## src/rtl/pong_frame_renderer.sv

```systemverilog
// pong_frame_renderer: 640x480@60 raster timing plus ball/paddle/net pixels from per-frame latched positions
// Ports: clk pixel clock; reset sync active-high; bal_x/bal_y ball top-left;
//        pongbar1_y/pongbar2_y paddle tops; vid_hs/vid_vs active-low syncs;
//        vid_de active-area enable; vid_r/g/b pixel colour; frame_start latch pulse.
module pong_frame_renderer #(
  parameter int H_ACTIVE  = 640,
  parameter int H_FP      = 16,
  parameter int H_SYNC    = 96,
  parameter int H_BP      = 48,
  parameter int V_ACTIVE  = 480,
  parameter int V_FP      = 10,
  parameter int V_SYNC    = 2,
  parameter int V_BP      = 33,
  parameter int BALL_SIZE = 8,
  parameter int BAR_W     = 8,
  parameter int BAR_H     = 64,
  parameter int BAR1_X    = 16,
  parameter int BAR2_X    = 616,
  parameter int NET_X     = 318
) (
  input  logic        clk,
  input  logic        reset,
  input  logic [15:0] bal_x,
  input  logic [15:0] bal_y,
  input  logic [15:0] pongbar1_y,
  input  logic [15:0] pongbar2_y,
  output logic        vid_hs,
  output logic        vid_vs,
  output logic        vid_de,
  output logic [7:0]  vid_r,
  output logic [7:0]  vid_g,
  output logic [7:0]  vid_b,
  output logic        frame_start
);
  localparam int H_TOTAL = H_ACTIVE + H_FP + H_SYNC + H_BP;
  localparam int V_TOTAL = V_ACTIVE + V_FP + V_SYNC + V_BP;
  localparam int HW = $clog2(H_TOTAL);
  localparam int VW = $clog2(V_TOTAL);
  logic [HW-1:0] h_cnt;
  logic [VW-1:0] v_cnt;
  logic [15:0] sh_bx, sh_by, sh_b1, sh_b2;
  logic [16:0] x, y;
  logic h_last, v_last, latch, de0, hs0, vs0, ball0, bar10, bar20, net0;
  logic de1, hs1, vs1, ball1, bar11, bar21, net1;
  logic [23:0] rgb;
  // Span test at 17 bits so an object near 0xFFFF clips instead of wrapping onto x/y 0.
  function automatic logic span(input logic [16:0] p, input logic [15:0] lo, input int len);
    return p >= {1'b0, lo} && p < {1'b0, lo} + 17'(len);
  endfunction
  always_comb begin
    x = 17'(h_cnt);
    y = 17'(v_cnt);
    h_last = h_cnt == HW'(H_TOTAL - 1);
    v_last = v_cnt == VW'(V_TOTAL - 1);
    latch = h_cnt == '0 && v_cnt == VW'(V_ACTIVE);
    de0 = x < 17'(H_ACTIVE) && y < 17'(V_ACTIVE);
    hs0 = !span(x, 16'(H_ACTIVE + H_FP), H_SYNC);
    vs0 = !span(y, 16'(V_ACTIVE + V_FP), V_SYNC);
    ball0 = span(x, sh_bx, BALL_SIZE) && span(y, sh_by, BALL_SIZE);
    bar10 = span(x, 16'(BAR1_X), BAR_W) && span(y, sh_b1, BAR_H);
    bar20 = span(x, 16'(BAR2_X), BAR_W) && span(y, sh_b2, BAR_H);
    net0 = span(x, 16'(NET_X), 4) && !y[4];
    rgb = !de1 ? 24'h000000 : (ball1 || bar11 || bar21) ? 24'hFFFFFF : net1 ? 24'h808080 : 24'h000000;
  end
  always_ff @(posedge clk) begin
    if (reset) begin
      h_cnt <= '0;
      v_cnt <= '0;
      {sh_bx, sh_by, sh_b1, sh_b2} <= '0;
      {de1, ball1, bar11, bar21, net1} <= '0;
      {hs1, vs1} <= 2'b11;
      {vid_de, frame_start} <= 2'b00;
      {vid_hs, vid_vs} <= 2'b11;
      {vid_r, vid_g, vid_b} <= '0;
    end else begin
      h_cnt <= h_last ? '0 : h_cnt + 1'b1;
      if (h_last) v_cnt <= v_last ? '0 : v_cnt + 1'b1;
      if (latch) {sh_bx, sh_by, sh_b1, sh_b2} <= {bal_x, bal_y, pongbar1_y, pongbar2_y};
      frame_start <= latch;
      {de1, hs1, vs1, ball1, bar11, bar21, net1} <= {de0, hs0, vs0, ball0, bar10, bar20, net0};
      {vid_de, vid_hs, vid_vs} <= {de1, hs1, vs1};
      {vid_r, vid_g, vid_b} <= rgb;
    end
  end
endmodule

```

## config.mk

```make
export PLATFORM = sky130hd
export DESIGN_NAME = pong_frame_renderer
export DESIGN_NICKNAME = d
export VERILOG_FILES = /design/src/rtl/pong_frame_renderer.sv
export SDC_FILE = /design/constraint.sdc
export NUM_CORES = 1
export LEC_CHECK = 0
export ABC_AREA = 1
export ABC_CLOCK_PERIOD_IN_PS = 3160
export CORE_MARGIN = 2
export CORE_UTILIZATION = 60
export DETAILED_ROUTE_END_ITERATION = 10
export PLACE_DENSITY = 0.87
export SYNTH_ARGS = -nofsm -noshare
export SYNTH_HDL_FRONTEND = slang
export SYNTH_SLANG_ARGS = --single-unit
```

## constraint.sdc

```tcl
create_clock -name clk -period 3.16 [get_ports clk]
set_clock_uncertainty 0.1 [all_clocks]
set_input_delay 0.632 -clock clk [delete_from_list [all_inputs] [get_ports clk]]
set_output_delay 0.632 -clock clk [all_outputs]
set_load 0.005 [all_outputs]
```

==> results.toml, run 1 <==
[outcome]
status = "finished clean"

[power_and_ir_drop]
power.total_mw = 2.29
worst_ir_drop_vdd_mv = 0.222
p_int_mw = 1.76
swShare_pct = 23.3
p_comb_share_pct = 8.1
switchingPower_mw = 0.534
clockPowerShare_pct = 37.9
p_leak_nw = 3.27
power.density_nw_per_um2 = 300
pwr-share-seq_pct = 54.1

[logic_synthesis]
synth_seq_cells = 97
syn-num-nets = 1006
synthDistinctLibCells = 40
synth_flop_cell = "dfxtp_1"
async_flop_share_pct = 0
synth_top_area_share_pct = 29.5
yosys.area.top_type = "dfxtp_1"
yosys_warnings = 0
syn_inst = 870
syn-cell-area_um2 = 6580
syn_area_per_cell_um2 = 7.56
synthTopCellsByArea = "dfxtp_1, ha_1, a211oi_2"
ys_seq_area_share_pct = 29.5
synth_edf_count = 0

[setup_path]
worst-path-buf-inv = 1
critPathRequiredTime_ps = 2430
timing.critical_path.from_type = "register"
crit_chain = "clkdlybuf4s50_1"
slowest_delay_ps = 660
cp_max_fo = 21
endpoint_kind = "primary output"
cp_slowest_cell = "dfxtp_1"
critPathTopFamily = "flip-flops"
arrival_ps = 1640
critPathKind = "reg -> out"

[timing]
setup_tns_ps = 0
max-slew-margin-rel_pct = 57.7
rsz0062_at_grt = "no"
min_period_ps = 2370
finalHoldViolations = 0
finalMaxSlewViolations = 0
setup_viol = 0
worst_pin_slew_ps = 634
final.period_utilization_pct = 75.0
max_freq_mhz = 422

[floorplanning]
coreArea_um2 = 10700
die-area_um2 = 11800
start_util_pct = 61.2
pin_count = 94
rows = 38
die_w_um = 109
dieHeight_um = 109

[final_layout]
area_growth_pct = 16.2
final_nets = 1072
drive_above_1_share_pct = 10.4
fin_cells = 1081
n_fill_cell = 872
final_cell_mix = "inv_1, nand2_1, nor2_1"
antenna_cells = 0

[global_routing]
grt_pass1_wl_um = 24500
first_global_vias = 5506
antenna_found_initial = 0
gr-total-overflow = 0
groute.usage.overall_pct = 25.8
grt_max_degree = 54

[clock_tree]
root_buffer = "clkbuf_8"
clock_latency_ps = 370
clock_sinks = 97
cts_tree = "yes"
cts_resized = 0
cts_max_level = 3
cts_made_buffers = 9
cts_buffer_depth = 2
hold_buffers = 0
clk_pin_slew_ps = 90
post-cts-setup-buffers = 0

[route]
dr.pass1.iters = 5
vias = 5827
viasPerCell = 5.39
drtIter0Drc = 332
drc = 0
detail_route.wl_per_cell_um = 13.4
wirelength_um = 14500
ant_nets = 0

[worst_hold_path]
hold_class = "reg -> reg"

[placement]
gp_congestion = 0.971
dp.cells = 1065
place_hpwl_um = 10900
io_buffers = 93

[job]
cap_violations = 0
cell families after synthesis:
group | share of synthesized area (%)
buf+inv | 13.1
simple gates | 24.7
xor+xnor | 2.53
fa+ha+maj | 13.3
compound gates | 16.8
flops | 29.5
path summary, 6_finish.rpt:
check        startpoint   endpoint  slack (ps)  cells past startpoint
max            vid_r[6]   vid_r[1]         790                      1
min                 vs1     vid_vs         330                      1
max reg2reg    h_cnt[4]  sh_bx[14]         790                      7
min reg2reg         vs1     vid_vs         330                      1
layer usage:
metal | part of all wire [%] | wire, um | up-vias | global-route usage (%)
met3 | 6.3 | 917 | 34 | 3.65
li1 | - | - | 2959 | -
met4 | 2.2 | 316 | 0 | 8.61
met2 | 47 | 6780 | 223 | 44.6
met1 | 45 | 6520 | 2611 | 33.0
met5 | 0 | 0 | - | 0
sequential cells by signal, indices dropped and copies added (netlist names), 2 cells and up:
signal,cells
sh_b1,16
sh_b2,16
sh_bx,16
sh_by,16
h_cnt,10
v_cnt,10
vid_r,2
layout make-up:
cell class / count / area (um^2) / area share [%]
Timing Repair Buffer: 100 / 993 / 13.0
Clock buffer: 11 / 151 / 1.98
Multi-Input combinational cell: 585 / 3780 / 49.5
Tap cell: 140 / 175 / 2.29
Inverter: 143 / 537 / 7.02
Clock inverter: 5 / 63.8 / 0.835
Sequential cell: 97 / 1940 / 25.4
power by group through the flow:
stage	logic, mW	clock network (mW)	registers [mW]
after floorplan	0.0768	0	1.26
after global placement	0.181	0	1.27
after detailed placement	0.184	0	1.27
after CTS	0.185	0.871	1.24
after global routing	0.202	0.925	1.24
final	0.185	0.868	1.24
synthesized netlist by cell type (2+ instances only):
master,instances
nand2_1,142
inv_1,141
nor2_1,128
dfxtp_1,97
ha_1,70
a211oi_2,59
nand3_1,38
a21oi_1,34
nand4_1,24
buf_4,22
nor3_1,18
o21ai_0,15
xor2_1,14
buf_6,9
clkbuf_1,7
buf_2,6
nor4_1,6
a211oi_1,5
xnor2_1,5
o21bai_1,4
nand3_2,3
nand3b_1,2
nor2_2,2
nor2_4,2
or2_2,2
metrics by stage:
stage	area [um^2]	utilization, %	hold slack [ps]	worst slack [ps]
2_1_floorplan	6580	-	289	1320
3_3_place_gp	7430	69.1	321	910
3_5_place_dp	7430	69.1	316	824
4_1_cts	7640	71.1	336	756
5_1_grt	7640	71.1	353	629
6_report	7640	71.1	331	791
Power figures use the tool's default switching activity.
==> run 2, diff against run 1 <==
--- a/config.mk
+++ b/config.mk
@@ -6,11 +6,11 @@
 export NUM_CORES = 1
 export LEC_CHECK = 0
 export ABC_AREA = 1
-export ABC_CLOCK_PERIOD_IN_PS = 3160
+export ABC_CLOCK_PERIOD_IN_PS = 1900
 export CORE_MARGIN = 2
-export CORE_UTILIZATION = 60
+export CORE_UTILIZATION = 50
 export DETAILED_ROUTE_END_ITERATION = 10
-export PLACE_DENSITY = 0.87
+export PLACE_DENSITY = 0.77
 export SYNTH_ARGS = -nofsm -noshare
 export SYNTH_HDL_FRONTEND = slang
 export SYNTH_SLANG_ARGS = --single-unit
==> constraint.sdc (replaced) <==
create_clock -name clk -period 1.9 [get_ports clk]
set_clock_uncertainty 0.1 [all_clocks]
set_input_delay 0.38 -clock clk [delete_from_list [all_inputs] [get_ports clk]]
set_output_delay 0.38 -clock clk [all_outputs]
set_load 0.005 [all_outputs]
==> run 2 against run 1 <==
  * The run now ends with setup timing left
  * Wire length increased by 12%
  * Register-to-register slack worse by 940 ps
  * Via count increased by 2.8%
  * Sequential share of layout area decreased by 1.9 points
  * Critical path depth is 12 higher
  * Utilization shrank 4.6 points
  * Count of clock-buffer cells in the layout unchanged
  * Power grew 93%
  * Die area rose by 19%
  * Sequential power grew 65%
  * Worst setup slack worse by 940 ps
  * Critical endpoint is now ball1
  * Largest power group unchanged
==> results.toml, run 2 (same netlist as run 1, synthesis figures left out) <==
[clock_tree]
cts_buffer_depth = 2
cts_max_level = 3
clock_latency_ps = 360
root_buffer = "clkbuf_16"
clock_sinks = 97
cts_tree = "yes"
cts_made_buffers = 9
clk_pin_slew_ps = 70
hold_buffers = 0

[route]
vias = 5989
drtIter0Drc = 446
detail_route.wl_per_cell_um = 14.0
dr.pass1.iters = 5
viasPerCell = 5.16
wirelength_um = 16300
ant_nets = 0
drc = 0

[setup_path]
crit_chain = "nand2_4 > nor2_4 > xor2_2 > ha_1 > nand2_2 > a21oi_2 > nor2_1 > nand4_1 > nand2_1 > nand2_1 > nand2_2 > nand3_2 > nor2_1"
endpoint_kind = "register"
worst-path-buf-inv = 0
arrival_ps = 2250
critPathRequiredTime_ps = 2100
timing.critical_path.from_type = "register"
cp_slowest_cell = "dfxtp_2"
critPathTopFamily = "simple AND/OR/NAND/NOR gates"
cp_max_fo = 3
slowest_delay_ps = 380
reg2reg_depth = 13
critPathKind = "reg -> reg"
cp.depth = 13

[power_and_ir_drop]
power.density_nw_per_um2 = 522
p_leak_nw = 3.64
worst_ir_drop_vdd_mv = 0.368
power.total_mw = 4.41

[global_routing]
first_global_vias = 5719
use_met2_pct = 38.5
busiest_layer = "met2"
grt_pass1_wl_um = 26400
antenna_found_initial = 0
grtUsageMet1_pct = 29.8
gr-total-overflow = 0
grt_max_degree = 44
groute.usage.overall_pct = 23.0
grt_use_met3_pct = 3.09

[outcome]
status = "finished, violations left"
violations = "setup timing"

[timing]
setup_viol = 1
setup_slack_ps = -145
max-slew-margin-rel_pct = 70.0
min_period_ps = 2040
rsz0062_at_grt = "yes"
worst_pin_slew_ps = 449
max_freq_mhz = 489
final.period_utilization_pct = 108
setup_tns_ps = -145
worst_hold_slack_ps = 165
finalHoldViolations = 0
finalMaxSlewViolations = 0

[placement]
place_hpwl_um = 11400
gp_congestion = 0.927
dpl_cell_area_um2 = 7800
place_ws_ps = -106
io_buffers = 93
dp.cells = 1138

[final_layout]
postLayoutCellArea_um2 = 8460
fin_cells = 1161
drive_above_1_share_pct = 20.3
final_cell_mix = "inv_1, nand2_1, nor2_1"
final_nets = 1120
final_util_pct = 66.5
final_common_cell = "inv_1"
area_growth_pct = 28.6
antenna_cells = 0

[floorplanning]
die-area_um2 = 14100
start_util_pct = 51.7
dieHeight_um = 119
die_w_um = 119
coreArea_um2 = 12700
rows = 41
pin_count = 94

[job]
cap_violations = 0

[worst_hold_path]
min_path_cells = 2
hold_class = "in -> reg"
-- run 2: cell count changes in the layout (fill, tap and decap cells not counted), moves of 5 or more --
cell	change
clkbuf_8	-9
nand2_1	-5
clkbuf_16	+10
dfxtp_1	-21
dfxtp_2	+14
buf_4	+43
nor2_2	+5
nor2_4	+5
dfxtp_4	+7
nor2_1	-10
ha_1	-5
-- run 2: final timing paths --
path            start  slack [ps]        to
max          sh_by[7]        -140     ball1
min             reset         160  v_cnt[9]
max reg2reg  sh_by[7]        -140     ball1
min reg2reg       vs1         330    vid_vs
-- run 2: where the power goes --
group | leakage (nW) | switching [mW] | total [mW] | internal, mW
Combinational | 2.68 | 0.125 | 0.333 | 0.208
Clock | 0.162 | 0.810 | 2.03 | 1.22
Sequential | 0.795 | 0.0121 | 2.05 | 2.04
-- run 2: timing repair --
item                                    in CTS  in global routing
gates cloned                                 0                  1
endpoints found under the setup margin      22                 30
buffers inserted                             2                  4
gates resized for setup                     21                 61
pin swaps                                    6                 21
-- run 2: layout make-up --
cell class | count | area, um^2
multi-input combinational | 585 | 3980
timing repair buffer | 148 | 1410
tap | 172 | 215
inverter | 143 | 537
clock buffer | 11 | 253
clock inverter | 5 | 77.6
fill | 1065 | 4260
sequential | 97 | 1990
-- run 2: per-layer routing --
layer	part of all wire, %	vias to the layer above	wire [um]
li1	-	3064	-
met1	46	2720	7530
met2	47	178	7610
met3	4.8	27	788
met4	2.0	0	326
met5	0	-	0
==> run 3, diff against run 2 <==
--- a/config.mk
+++ b/config.mk
@@ -5,10 +5,9 @@
 export SDC_FILE = /design/constraint.sdc
 export NUM_CORES = 1
 export LEC_CHECK = 0
-export ABC_AREA = 1
 export ABC_CLOCK_PERIOD_IN_PS = 1900
 export CORE_MARGIN = 2
-export CORE_UTILIZATION = 50
+export CORE_UTILIZATION = 49
 export DETAILED_ROUTE_END_ITERATION = 10
 export PLACE_DENSITY = 0.77
 export SYNTH_ARGS = -nofsm -noshare
==> run 3 against run 2 <==
  * The flow still finishes with violations (setup timing)
  * Worst setup slack lost 300 ps
  * Synthesized area shrank 12%
  * Combinational power grew 5%
  * Die area shrank 9.6%
  * Global-route usage grew 1.5 points
  * First-iteration DRC count shrank 0.90%
  * Sequential cell count is the same
  * Utilization grew 12 points
  * Hold slack gained 150 ps
  * Clock power shrank 12%
  * Final area grew 5.8%
  * Critical path type unchanged
==> results.toml, run 3 <==
[setup_path]
arrival_ps = 2510
endpoint_kind = "register"
critPathRequiredTime_ps = 2060
r2r_start = "sh_by[7]"
critPathTopFamily = "simple AND/OR/NAND/NOR gates"
cp.depth = 10
worst-path-buf-inv = 1
crit_chain = "inv_2 > nor3_2 > nand3_1 > xnor2_1 > ha_1 > and4_1 > a221o_1 > a211oi_2 > nor4_1 > nor4bb_1"
timing.critical_path.from_type = "register"
reg2reg_to = "ball1"
critPathKind = "reg -> reg"
cp_slowest_cell = "dfxtp_2"
reg2reg_depth = 10
slowest_delay_ps = 340
cp_max_fo = 3
r2r_setup_slack_ps = -440

[logic_synthesis]
syn-num-nets = 867
synth_commonest_cells = "nand2_1, dfxtp_1, a21oi_1, ha_1, inv_1"
synthDistinctLibCells = 51
synthTopCellsByArea = "dfxtp_1, ha_1, nand2_1"
synth_flop_cell = "dfxtp_1"
synth_top_area_share_pct = 33.4
yosys_warnings = 0
synth_edf_count = 0
yosys.area.top_type = "dfxtp_1"
ys_seq_area_share_pct = 33.4
syn-cell-area_um2 = 5810
syn_inst = 731
async_flop_share_pct = 0
syn_area_per_cell_um2 = 7.94
synth_most_common_cell = "nand2_1"
synth_seq_cells = 97

[power_and_ir_drop]
p_int_mw = 3.21
power.total_mw = 4.18
p_leak_nw = 3.40
pwr-share-seq_pct = 49.1
p_comb_share_pct = 8.3
worst_ir_drop_vdd_mv = 0.675
switchingPower_mw = 0.968
swShare_pct = 23.1
power.density_nw_per_um2 = 467
clockPowerShare_pct = 42.6

[timing]
max_freq_mhz = 427
finalHoldViolations = 0
rsz0062_at_grt = "yes"
max-slew-margin-rel_pct = 59.4
setup_slack_ps = -442
min_period_ps = 2340
final.period_utilization_pct = 123
worst_pin_slew_ps = 609
setup_viol = 67
finalMaxSlewViolations = 0

[global_routing]
grt_max_degree = 39
groute.usage.overall_pct = 24.4
grt_pass1_wl_um = 25400
gr-total-overflow = 0
first_global_vias = 5542
antenna_found_initial = 0

[route]
ant_nets = 0
viasPerCell = 5.85
detail_route.wl_per_cell_um = 19.3
drc = 0
drtIter0Drc = 442
wirelength_um = 20100
vias = 6093
dr.pass1.iters = 6

[job]
cap_violations = 0

[floorplanning]
coreArea_um2 = 11500
rows = 39
die_w_um = 113
start_util_pct = 50.6
pin_count = 94
dieHeight_um = 113
die-area_um2 = 12700

[clock_tree]
cts_max_level = 3
cts_tree = "yes"
cts_made_buffers = 9
hold_buffers = 0
clock_sinks = 97
cts_buffer_depth = 2
clock_latency_ps = 360
root_buffer = "clkbuf_16"
clk_pin_slew_ps = 70

[final_layout]
area_growth_pct = 54.1
final_cell_mix = "clkdlybuf4s50_1, nand2_1, dfxtp_1"
final_nets = 1029
antenna_cells = 0
drive_above_1_share_pct = 35.4
final_common_cell = "clkdlybuf4s50_1"

[placement]
place_ws_ps = -467
io_buffers = 93
gp_congestion = 0.887
place_hpwl_um = 11400

[outcome]
violations = "setup timing"
status = "finished, violations left"

[worst_hold_path]
whs_endpoint = "sh_by[12]"
min_path_cells = 2
hold_start = "reset"
hold_class = "in -> reg"
==> run 3: cell types whose count changed in the layout (fill, tap and decap cells not counted), moves of 15 or more <==
| cell | delta |
|---|---|
| nand2_4 | +49 |
| buf_4 | +24 |
| inv_1 | -95 |
| a211oi_2 | -56 |
| nand3_1 | -15 |
| nand2_1 | -53 |
| a21oi_2 | +59 |
| nor2_1 | -88 |
==> run 3: worst max-delay path by stage <==
stage                   from    end  slack, ps
global route        sh_by[7]  ball1       -560
finish              sh_by[7]  ball1       -440
CTS                 sh_by[7]  ball1       -450
detailed placement  sh_by[7]  ball1       -470
global placement    sh_by[7]  ball1       -400
floorplan           sh_by[4]  ball1       -260
==> run 3: metrics by stage <==
| stage | std cells | hold WS [ps] | utilization [%] | instance area, um^2 | setup TNS, ps |
|---|---|---|---|---|---|
| finish | 1041 | 319 | 78.0 | 8950 | -7470 |
| floorplan | 731 | 289 | - | 5830 | -257 |
| global placement | 993 | 304 | 62.9 | 7220 | -3850 |
| detailed placement | 993 | 302 | 62.9 | 7220 | -5310 |
| CTS | 1012 | 306 | 66.2 | 7590 | -542 |
| global route | 1041 | 311 | 78.0 | 8950 | -11090 |
==> run 3: power groups by stage <==
stage / Clock (mW) / Sequential (mW) / Combinational (mW)
floorplan: 0 / 2.10 / 0.113
detailed placement: 0 / 2.10 / 0.313
global placement: 0 / 2.10 / 0.306
CTS: 1.77 / 2.05 / 0.319
global route: 1.85 / 2.05 / 0.367
finish: 1.78 / 2.05 / 0.348
==> run 3: repair_timing <==
action | in CTS | in global routing
gates resized for setup | 25 | 251
pin swaps | 12 | 84
gates cloned | 1 | 16
endpoints found under the setup margin | 88 | 94
buffers inserted | 2 | 13
==> run 3: cells by family after synthesis <==
group | after synthesis | share of synthesized area [%]
AND/OR/NAND/NOR | 283 | 23.4
AO/OA/AOI/OAI | 153 | 14.9
buffers and inverters | 99 | 8.77
flip-flops | 97 | 33.4
adder cells (fa/ha/maj) | 70 | 15.1
XOR/XNOR | 29 | 4.37
==> run 3: layer usage <==
metal  GRT usage, %  part of all wire (%)
met5              0                     0
met4           9.59                   3.9
met3           3.80                   6.2
met2           43.2                    50
met1           29.8                    40
==> run 3: final cells by class <==
cell class | count | area [um^2]
Multi-Input combinational cell | 535 | 4200
Fill cell | 718 | 2520
Timing Repair Buffer | 203 | 2130
Sequential cell | 97 | 1980
Clock buffer | 12 | 256
Tap cell | 143 | 179
Inverter | 47 | 176
Clock inverter | 4 | 26.3
